`config.mk`:
```
export PLATFORM = sky130hd
export DESIGN_NAME = ped_crossing_ctrl
export DESIGN_NICKNAME = d
export VERILOG_FILES = /design/src/rtl/ped_crossing_ctrl.sv
export SDC_FILE = /design/constraint.sdc
export NUM_CORES = 1
export LEC_CHECK = 0
export CAP_MARGIN = 20
export CORE_MARGIN = 2
export CORE_UTILIZATION = 60
export CTS_CLUSTER_DIAMETER = 150
export DETAILED_ROUTE_END_ITERATION = 6
export PLACE_DENSITY = 0.88
export SYNTH_ARGS = -nofsm -noshare
export SYNTH_HDL_FRONTEND = slang
export SYNTH_SLANG_ARGS = --single-unit
```
`constraint.sdc`:
```
create_clock -name clk -period 4.4 [get_ports clk]
set_input_delay 0.44 -clock clk [delete_from_list [all_inputs] [get_ports clk]]
set_output_delay 0.44 -clock clk [all_outputs]
set_load 0.03 [all_outputs]
```
`src/rtl/ped_crossing_ctrl.sv`:
```
// ---------------------------------------------------------------------------
// ped_crossing_ctrl
//   Pedestrian-side controller for a signalised crossing. The raw walk button
//   is synchronised and debounced. A debounced press asks the traffic_light
//   block for a crossing with a one-cycle `pass` pulse. The controller then
//   waits for the red phase and drives solid WALK, then flashing DONT_WALK,
//   then a cooldown lockout.
//
// Ports
//   clk        in   system clock, rising edge
//   rst        in   asynchronous reset, active-high
//   btn        in   raw pedestrian button (asynchronous, bouncy)
//   R, G, Y    in   lamp outputs of traffic_light (same clock domain)
//   pass       out  one-cycle crossing request to traffic_light
//   walk       out  WALK lamp
//   dont_walk  out  DONT_WALK lamp (solid or flashing)
//   req_led    out  request-accepted indicator
//   err        out  one-cycle pulse on red timeout or illegal lamp code
// ---------------------------------------------------------------------------
module ped_crossing_ctrl #(
  parameter int DB_CYC       = 16,
  parameter int WALK_CYC     = 256,
  parameter int FLASH_CYC    = 128,
  parameter int FLASH_HALF   = 16,
  parameter int COOLDOWN_CYC = 512,
  parameter int RED_TO       = 4095,
  parameter int CNT_W        = 12
) (
  input  logic clk,
  input  logic rst,
  input  logic btn,
  input  logic R,
  input  logic G,
  input  logic Y,
  output logic pass,
  output logic walk,
  output logic dont_walk,
  output logic req_led,
  output logic err
);

  // Terminal values: a phase of N cycles ends when the counter, reloaded to
  // zero on entry, is seen at N-1.
  localparam logic [CNT_W-1:0] DB_LAST    = CNT_W'(DB_CYC - 1);
  localparam logic [CNT_W-1:0] WALK_LAST  = CNT_W'(WALK_CYC - 1);
  localparam logic [CNT_W-1:0] FLASH_LAST = CNT_W'(FLASH_CYC - 1);
  localparam logic [CNT_W-1:0] HALF       = CNT_W'(FLASH_HALF);
  localparam logic [CNT_W-1:0] HALF_LAST  = CNT_W'(FLASH_HALF - 1);
  localparam logic [CNT_W-1:0] COOL_LAST  = CNT_W'(COOLDOWN_CYC - 1);
  localparam logic [CNT_W-1:0] RED_LAST   = CNT_W'(RED_TO - 1);

  typedef enum logic [2:0] {
    IDLE,
    PEND,
    WAIT_R,
    WALK,
    FLASH,
    COOLDOWN
  } state_t;

  state_t           state;
  logic [CNT_W-1:0] cnt;
  logic             latched;

  logic             btn_sync_p0;
  logic             btn_sync_p1;
  logic             btn_db;
  logic             btn_db_q;
  logic [CNT_W-1:0] db_cnt;
  logic             press;
  logic             illegal;

  // Counters stop at all-ones instead of wrapping.
  function automatic logic [CNT_W-1:0] sat_inc(input logic [CNT_W-1:0] v);
    return (&v) ? v : v + 1'b1;
  endfunction

  // More than one lamp lit at once is never a legal traffic_light output.
  function automatic logic lamp_illegal(input logic r, input logic g, input logic y);
    return (r & g) | (r & y) | (g & y);
  endfunction

  assign illegal = lamp_illegal(R, G, Y);
  assign press   = btn_db & ~btn_db_q;

  // Stage p0/p1: two-flop synchroniser, then the debouncer. The debounced
  // level flips only after DB_CYC consecutive cycles of disagreement; any
  // agreeing cycle restarts the count, so bounce pulses are absorbed.
  always_ff @(posedge clk or posedge rst) begin
    if (rst) begin
      btn_sync_p0 <= 1'b0;
      btn_sync_p1 <= 1'b0;
      btn_db      <= 1'b0;
      btn_db_q    <= 1'b0;
      db_cnt      <= '0;
    end else begin
      btn_sync_p0 <= btn;
      btn_sync_p1 <= btn_sync_p0;
      btn_db_q    <= btn_db;
      if (btn_sync_p1 == btn_db) begin
        db_cnt <= '0;
      end else if (db_cnt >= DB_LAST) begin
        btn_db <= btn_sync_p1;
        db_cnt <= '0;
      end else begin
        db_cnt <= sat_inc(db_cnt);
      end
    end
  end

  // Crossing FSM with registered outputs. pass and err are single-cycle
  // pulses and default low every cycle. One shared counter times every
  // phase and is reloaded to zero on each state entry.
  always_ff @(posedge clk or posedge rst) begin
    if (rst) begin
      state     <= IDLE;
      cnt       <= '0;
      latched   <= 1'b0;
      pass      <= 1'b0;
      walk      <= 1'b0;
      dont_walk <= 1'b1;
      req_led   <= 1'b0;
      err       <= 1'b0;
    end else begin
      pass <= 1'b0;
      err  <= 1'b0;
      if (illegal) begin
        // A corrupted lamp code overrides every transition and drops any request.
        state     <= IDLE;
        cnt       <= '0;
        latched   <= 1'b0;
        walk      <= 1'b0;
        dont_walk <= 1'b1;
        req_led   <= 1'b0;
        err       <= 1'b1;
      end else begin
        cnt <= sat_inc(cnt);
        unique case (state)
          IDLE: begin
            if (press) begin
              state   <= PEND;
              cnt     <= '0;
              req_led <= 1'b1;
            end
          end
          PEND: begin
            // Request only while the vehicles have green.
            if (G) begin
              pass  <= 1'b1;
              state <= WAIT_R;
              cnt   <= '0;
            end
          end
          WAIT_R: begin
            if (R) begin
              state     <= WALK;
              cnt       <= '0;
              walk      <= 1'b1;
              dont_walk <= 1'b0;
              req_led   <= 1'b0;
            end else if (cnt >= RED_LAST) begin
              state   <= IDLE;
              cnt     <= '0;
              req_led <= 1'b0;
              err     <= 1'b1;
            end
          end
          WALK: begin
            // Loss of red ends the crossing at once, so walk falls on the
            // same edge that sees R low.
            if (!R) begin
              state     <= COOLDOWN;
              cnt       <= '0;
              walk      <= 1'b0;
              dont_walk <= 1'b1;
            end else if (cnt >= WALK_LAST) begin
              state     <= FLASH;
              cnt       <= '0;
              walk      <= 1'b0;
              dont_walk <= 1'b1;
            end
          end
          FLASH: begin
            if (!R || cnt >= FLASH_LAST) begin
              state     <= COOLDOWN;
              cnt       <= '0;
              dont_walk <= 1'b1;
            end else if ((cnt % HALF) == HALF_LAST) begin
              dont_walk <= ~dont_walk;
            end
          end
          COOLDOWN: begin
            // A press here is remembered and served once the lockout ends.
            if (press) begin
              latched <= 1'b1;
              req_led <= 1'b1;
            end
            if (cnt >= COOL_LAST) begin
              cnt     <= '0;
              latched <= 1'b0;
              if (latched || press) begin
                state   <= PEND;
                req_led <= 1'b1;
              end else begin
                state   <= IDLE;
                req_led <= 1'b0;
              end
            end
          end
          default: begin
            state     <= IDLE;
            cnt       <= '0;
            walk      <= 1'b0;
            dont_walk <= 1'b1;
          end
        endcase
      end
    end
  end

endmodule

```
* Word level (Yosys, flattened, before mapping)
Index checks and enable logic that the tools add are counted.
** Cells by class
- $add $sub $neg :: 2
- Order comparisons :: 5
- Eq/ne operators :: 18
- Multiplexer cells :: 55
- Bitwise logic cells :: 9
- Reduce and logical (&&, ||, !) cells :: 17
** Operator list (count)
- two-way mux 12 bit :: 13
- case mux 12 bit (6 select lines) :: 1
- two-way mux 1 bit :: 28
- two-way mux 3 bit :: 9
- adder 12 x 1 -> 12 bit (second input constant) :: 2
- AND reduction 12 bit :: 2
- != test 3 bit (second input constant) :: 6
- case mux 3 bit (6 select lines) :: 1
- >= comparator 12 bit (second input constant) :: 1
- >= comparator 12 x 4 -> 1 bit (second input constant) :: 1
- >= comparator 12 x 7 -> 1 bit (second input constant) :: 1
- >= comparator 12 x 8 -> 1 bit (second input constant) :: 1
- >= comparator 12 x 9 -> 1 bit (second input constant) :: 1
- != test 4 bit (second input constant) :: 3
- == test 3 x 2 -> 1 bit (second input constant) :: 2
- == test 3 bit (second input constant) :: 2
- case mux 1 bit (3 select lines) :: 2
- AND reduction 2 bit :: 3
- AND reduction 6 bit :: 1
- AND 1 bit :: 4
- == test 4 bit (second input constant) :: 1
- != test 2 x 1 -> 1 bit (second input constant) :: 2
- case mux 1 bit (4 select lines) :: 1
- AND reduction 4 bit :: 1
- 13 further kinds :: 17
** Storage, ports and cells
- Flip-flop bits (word level) :: 37
- Input port bits :: 6
- Output and inout port bits :: 5
- Word-level logic and storage cells :: 119

* Logic depth before layout (Yosys ltp)
- Word-level depth :: 7
- Depth in mapped cells :: 8
- Gate-level depth less buffers :: 7

* Least setup slack after synthesis
OpenSTA, ideal clock, no wires.
- Path kind :: flip-flop to flip-flop
- Start :: register cnt[0]
- End :: register dont_walk
- Library setup time :: 0.080 ns
- Data arrival time :: 1.856 ns
- Data required time :: 4.320 ns
- Path slack :: 2.464 ns
- Cell stages (with the launch flop) :: 8
- Path buffers :: 1
- Clock period less this slack :: 1.936 ns
- Cells stage by stage :: dfrtp_1 ha_1 nand3_1 clkbuf_1 o21ai_0 nor4_1 o21ai_0 a32o_1
** Between the ends
- Longest elaborated chain between the ends :: 5
- Elaborated cells on any way between the ends :: 10
- Those cells by class :: order compare: 2; eq/ne: 3; mux: 3; reduce/logical: 2
** RTL lines
- from (decl) :: line 62 : logic [CNT_W-1:0] cnt;
- from (signal assigned) :: line 137 : cnt <= sat_inc(cnt);
- >= comparator 12 x 7 -> 1 bit :: line 184 : if (!R || cnt >= FLASH_LAST) begin
- logical OR 1 bit :: line 184
- two-way mux 1 bit :: line 184
- case mux 1 bit (4 select lines) :: line 138 : unique case (state)
- two-way mux 1 bit :: line 127 : if (illegal) begin
- to (signal assigned) :: line 189 : dont_walk <= ~dont_walk;
- to (decl) :: line 37 : output logic dont_walk,
Several ways; a longest one is shown, not always the timed one.
A chain may end at the register's enable or synchronous reset.

* Final worst setup path
- Start :: register cnt[0]
- End :: register cnt[10]
** Between the ends
- Longest elaborated chain between the ends :: 6
- Elaborated cells on any way between the ends :: 18
- Those cells by class :: add/sub: 1; order compare: 4; mux: 11; reduce/logical: 2
** RTL lines
- adder 12 x 1 -> 12 bit or AND reduction 12 bit (tied branches) :: line 75 : return (&v) ? v : v + 1'b1;
- two-way mux 12 bit :: line 75
- two-way mux 12 bit, on equally long branches :: line 176, 161
- two-way mux 12 bit, on equally long branches :: line 171, 155
- case mux 12 bit (6 select lines) * :: line 138
- two-way mux 12 bit * :: line 127
Mark *: on every way between the ends. The rest lies on a longest branch, timed or not.

==> flow_summary.json <==
{
  "reg2reg_slack_ns": 1.46,
  "cp_data_arrival_time_ns": 3.14,
  "place_hpwl_um": 2640,
  "die_h_um": 60.2,
  "slowest_stage": "a211oi_2",
  "max-slew-margin-rel_pct": 39.2,
  "cts_max_level": 2,
  "p_per_area_nw_per_um2": 392,
  "cp_top_family": "compound AO/OA/AOI/OAI gates",
  "antenna_found_initial": 0,
  "ys.flop_type": "dfrtp_1",
  "setup_violations": 0,
  "cts_setup_buffers": 0,
  "period_needed_ns": 2.94,
  "nNetsFinal": 218,
  "die-area_um2": 3630,
  "path_clk_slew_ns": 0.12,
  "coreArea_um2": 3030,
  "synth_area_per_cell_um2": 9.93,
  "async_reset_ff_share_pct": 100,
  "grt_start_max_net_pins": 38,
  "num_antenna_cells": 0,
  "final_cell_count_no_fill": 254,
  "clock_skew_ns": 0.00569,
  "r2r_start": "cnt[0]",
  "area_delta_synth_final_pct": 11.2,
  "crit_required_ns": 4.60,
  "rsz0062_at_grt": "false",
  "cpPeakStageDelay_ns": 0.82,
  "postRouteAntennaNets": 0,
  "cp_cell_sequence": "ha_1 -> nand3_1 -> o31ai_2 -> o32ai_1 -> a211oi_2 -> nor3_1",
  "root_buffer": "clkbuf_4",
  "cp.depth": 6,
  "io_pins": 11,
  "grt_usage_pct": 24.6,
  "hold_viol": 0,
  "ys_ff_latch": 37,
  "status": "finished clean",
  "cts_made_buffers": 5,
  "cts.repair.resized": 0,
  "wl_um": 3760,
  "clock-sinks": 37,
  "worstSetupStartpointType": "flop",
  "p_leak_nw": 0.880,
  "end_kind": "flop",
  "tns_ns": 0,
  "grt.overflow.total": 0,
  "cts_tree": "done",
  "seq_area_frac_synth_pct": 48.9,
  "worst-path-max-fanout": 12,
  "hp-start": "btn_sync_p0",
  "cts_hold_buf": 0,
  "power_mw": 0.827,
  "yosysWarnings": 0,
  "clock.fmax_ghz": 0.340,
  "crit_type": "flop to flop",
  "drv_cap": 0,
  "clockBufferDepth": 2,
  "die_w_um": 60.2,
  "cp-startpoint": "cnt[0]",
  "dp_cells": 246,
  "gp_congestion": 0.867,
  "hold_class": "flop to flop",
  "utilization_pct": 69.7,
  "drcViolationCount": 0,
  "holdWs_ns": 0.355,
  "drive_above_1_share_pct": 8.57,
  "syn-cell-area_um2": 1900,
  "vias_per_cell": 5.92,
  "drtPass1Iterations": 4,
  "grt_pass1_wl_um": 6420,
  "routedWlPerCell_um": 14.8,
  "start_util_pct": 62.6,
  "rows": 20,
  "postSynthCellCount": 191,
  "timing.final.crit_share_pct": 66.8,
  "clk-insertion-delay-late_ns": 0.35,
  "r2r_end": "cnt[10]",
  "drt_iter0_drc": 178,
  "cp_num_buf_inv": 0,
  "dr_total_vias": 1504,
  "synth_edf_count": 0,
  "endpoint": "cnt[10]",
  "ir_worst_vdd_v": 0.000201,
  "drv_slew": 0,
  "grt_pass1_vias": 1429,
  "portBuffers": 10,
  "reg2regPathDepth": 6,
  "tightest_slew_ns": 0.910,
  "ys_types": 50
}
synth_stat cells, types with 4 or more instances:
master    number  area (um^2)
nand2b_1       5         31.3
xor2_1         5         43.8
nand2_1        7         26.3
nand3_1       10         50.1
nand4_1        6         37.5
a21oi_1        8         40.0
inv_1          5         18.8
nor2b_1        6         37.5
clkbuf_1       5         18.8
dfrtp_1       36          901
or3_1          4         25.0
o21ai_0        9         45.0
nor3_1         4         20.0
nor2_1        26         97.6
stage by stage:
stage | area, um^2 | worst slack [ns]
global route | 2110 | 1.24
detailed placement | 2050 | 1.47
CTS | 2110 | 1.51
global placement | 2050 | 1.67
finish | 2110 | 1.46
floorplan | 1920 | 2.46
worst register-to-register path: stages (launching register included):
cell and delay (ns):
dfrtp_1 0.45, ha_1 0.22, nand3_1 0.39, o31ai_2 0.53
o32ai_1 0.23, a211oi_2 0.82, nor3_1 0.16
area by class of cell:
type	instances	area [um^2]
tap	44	55.1
sequential	37	927
fill	238	918
clock buffer	5	37.5
clock inverter	3	21.3
inverter	5	18.8
timing repair buffer	11	108
multi-input combinational	149	942
cells by family (layout without fill, tap and decap cells):
group / after synthesis / count (layout) / synth area share (%)
buffers and inverters: 12 / 24 / 2.84
AOI/OAI and AO/OA: 43 / 43 / 16.5
muxes: 3 / 3 / 1.65
DFF: 37 / 37 / 48.9
adders and majority gates: 4 / 4 / 2.51
and+or+nand+nor: 83 / 83 / 23.7
other: 1 / 8 / 0.198
xor gates and xnor gates: 8 / 8 / 3.69
per-layer routing:
metal / vias to the layer above / part of all wire [%] / track usage, %
li1: 727 / - / -
met1: 709 / 41 / 31.0
met2: 62 / 50 / 40.1
met3: 6 / 6.9 / 6.28
met4: 0 / 1.2 / 10.2
met5: - / 0 / 0
sequential cells by signal (all words and copies together), names as in the netlist:
register / cells
cnt: 12
db_cnt: 12
state: 3
btn_db: 1
btn_db_q: 1
btn_sync_p0: 1
btn_sync_p1: 1
dont_walk: 1
err: 1
latched: 1
pass: 1
req_led: 1
walk: 1
how the worst min path moves through the flow:
stage / end / slack (ns) / cells after the start
after detailed placement: btn_sync_p1 / 0.34 / 0
after global routing: btn_sync_p1 / 0.36 / 0
after floorplan: btn_sync_p1 / 0.33 / 0
after CTS: btn_sync_p1 / 0.35 / 0
after global placement: btn_sync_p1 / 0.34 / 0
final: btn_sync_p1 / 0.35 / 0
where the power goes:
| part | total [mW] | switching (mW) | internal (mW) |
|---|---|---|---|
| combinational | 0.216 | 0.124 | 0.0918 |
| sequential | 0.426 | 0.0539 | 0.372 |
| clock | 0.185 | 0.122 | 0.0631 |
| total | 0.827 | 0.300 | 0.527 |
cells in the final DEF, fill, tap and decap left out, drive strengths merged, types with 4 or more instances in the layout:
cell type and instances:
nand2b 5, nor2b 6, nand2 7, a211oi 5
nor2 26, or3 4, o21ai 9, a21oi 8
inv 6, conb 8, clkdlybuf4s50 10, nand4 7
dfrtp 36, nand3 10, nor3 4, xor2 5
clkbuf 5
(Power assumes the default switching activity.)
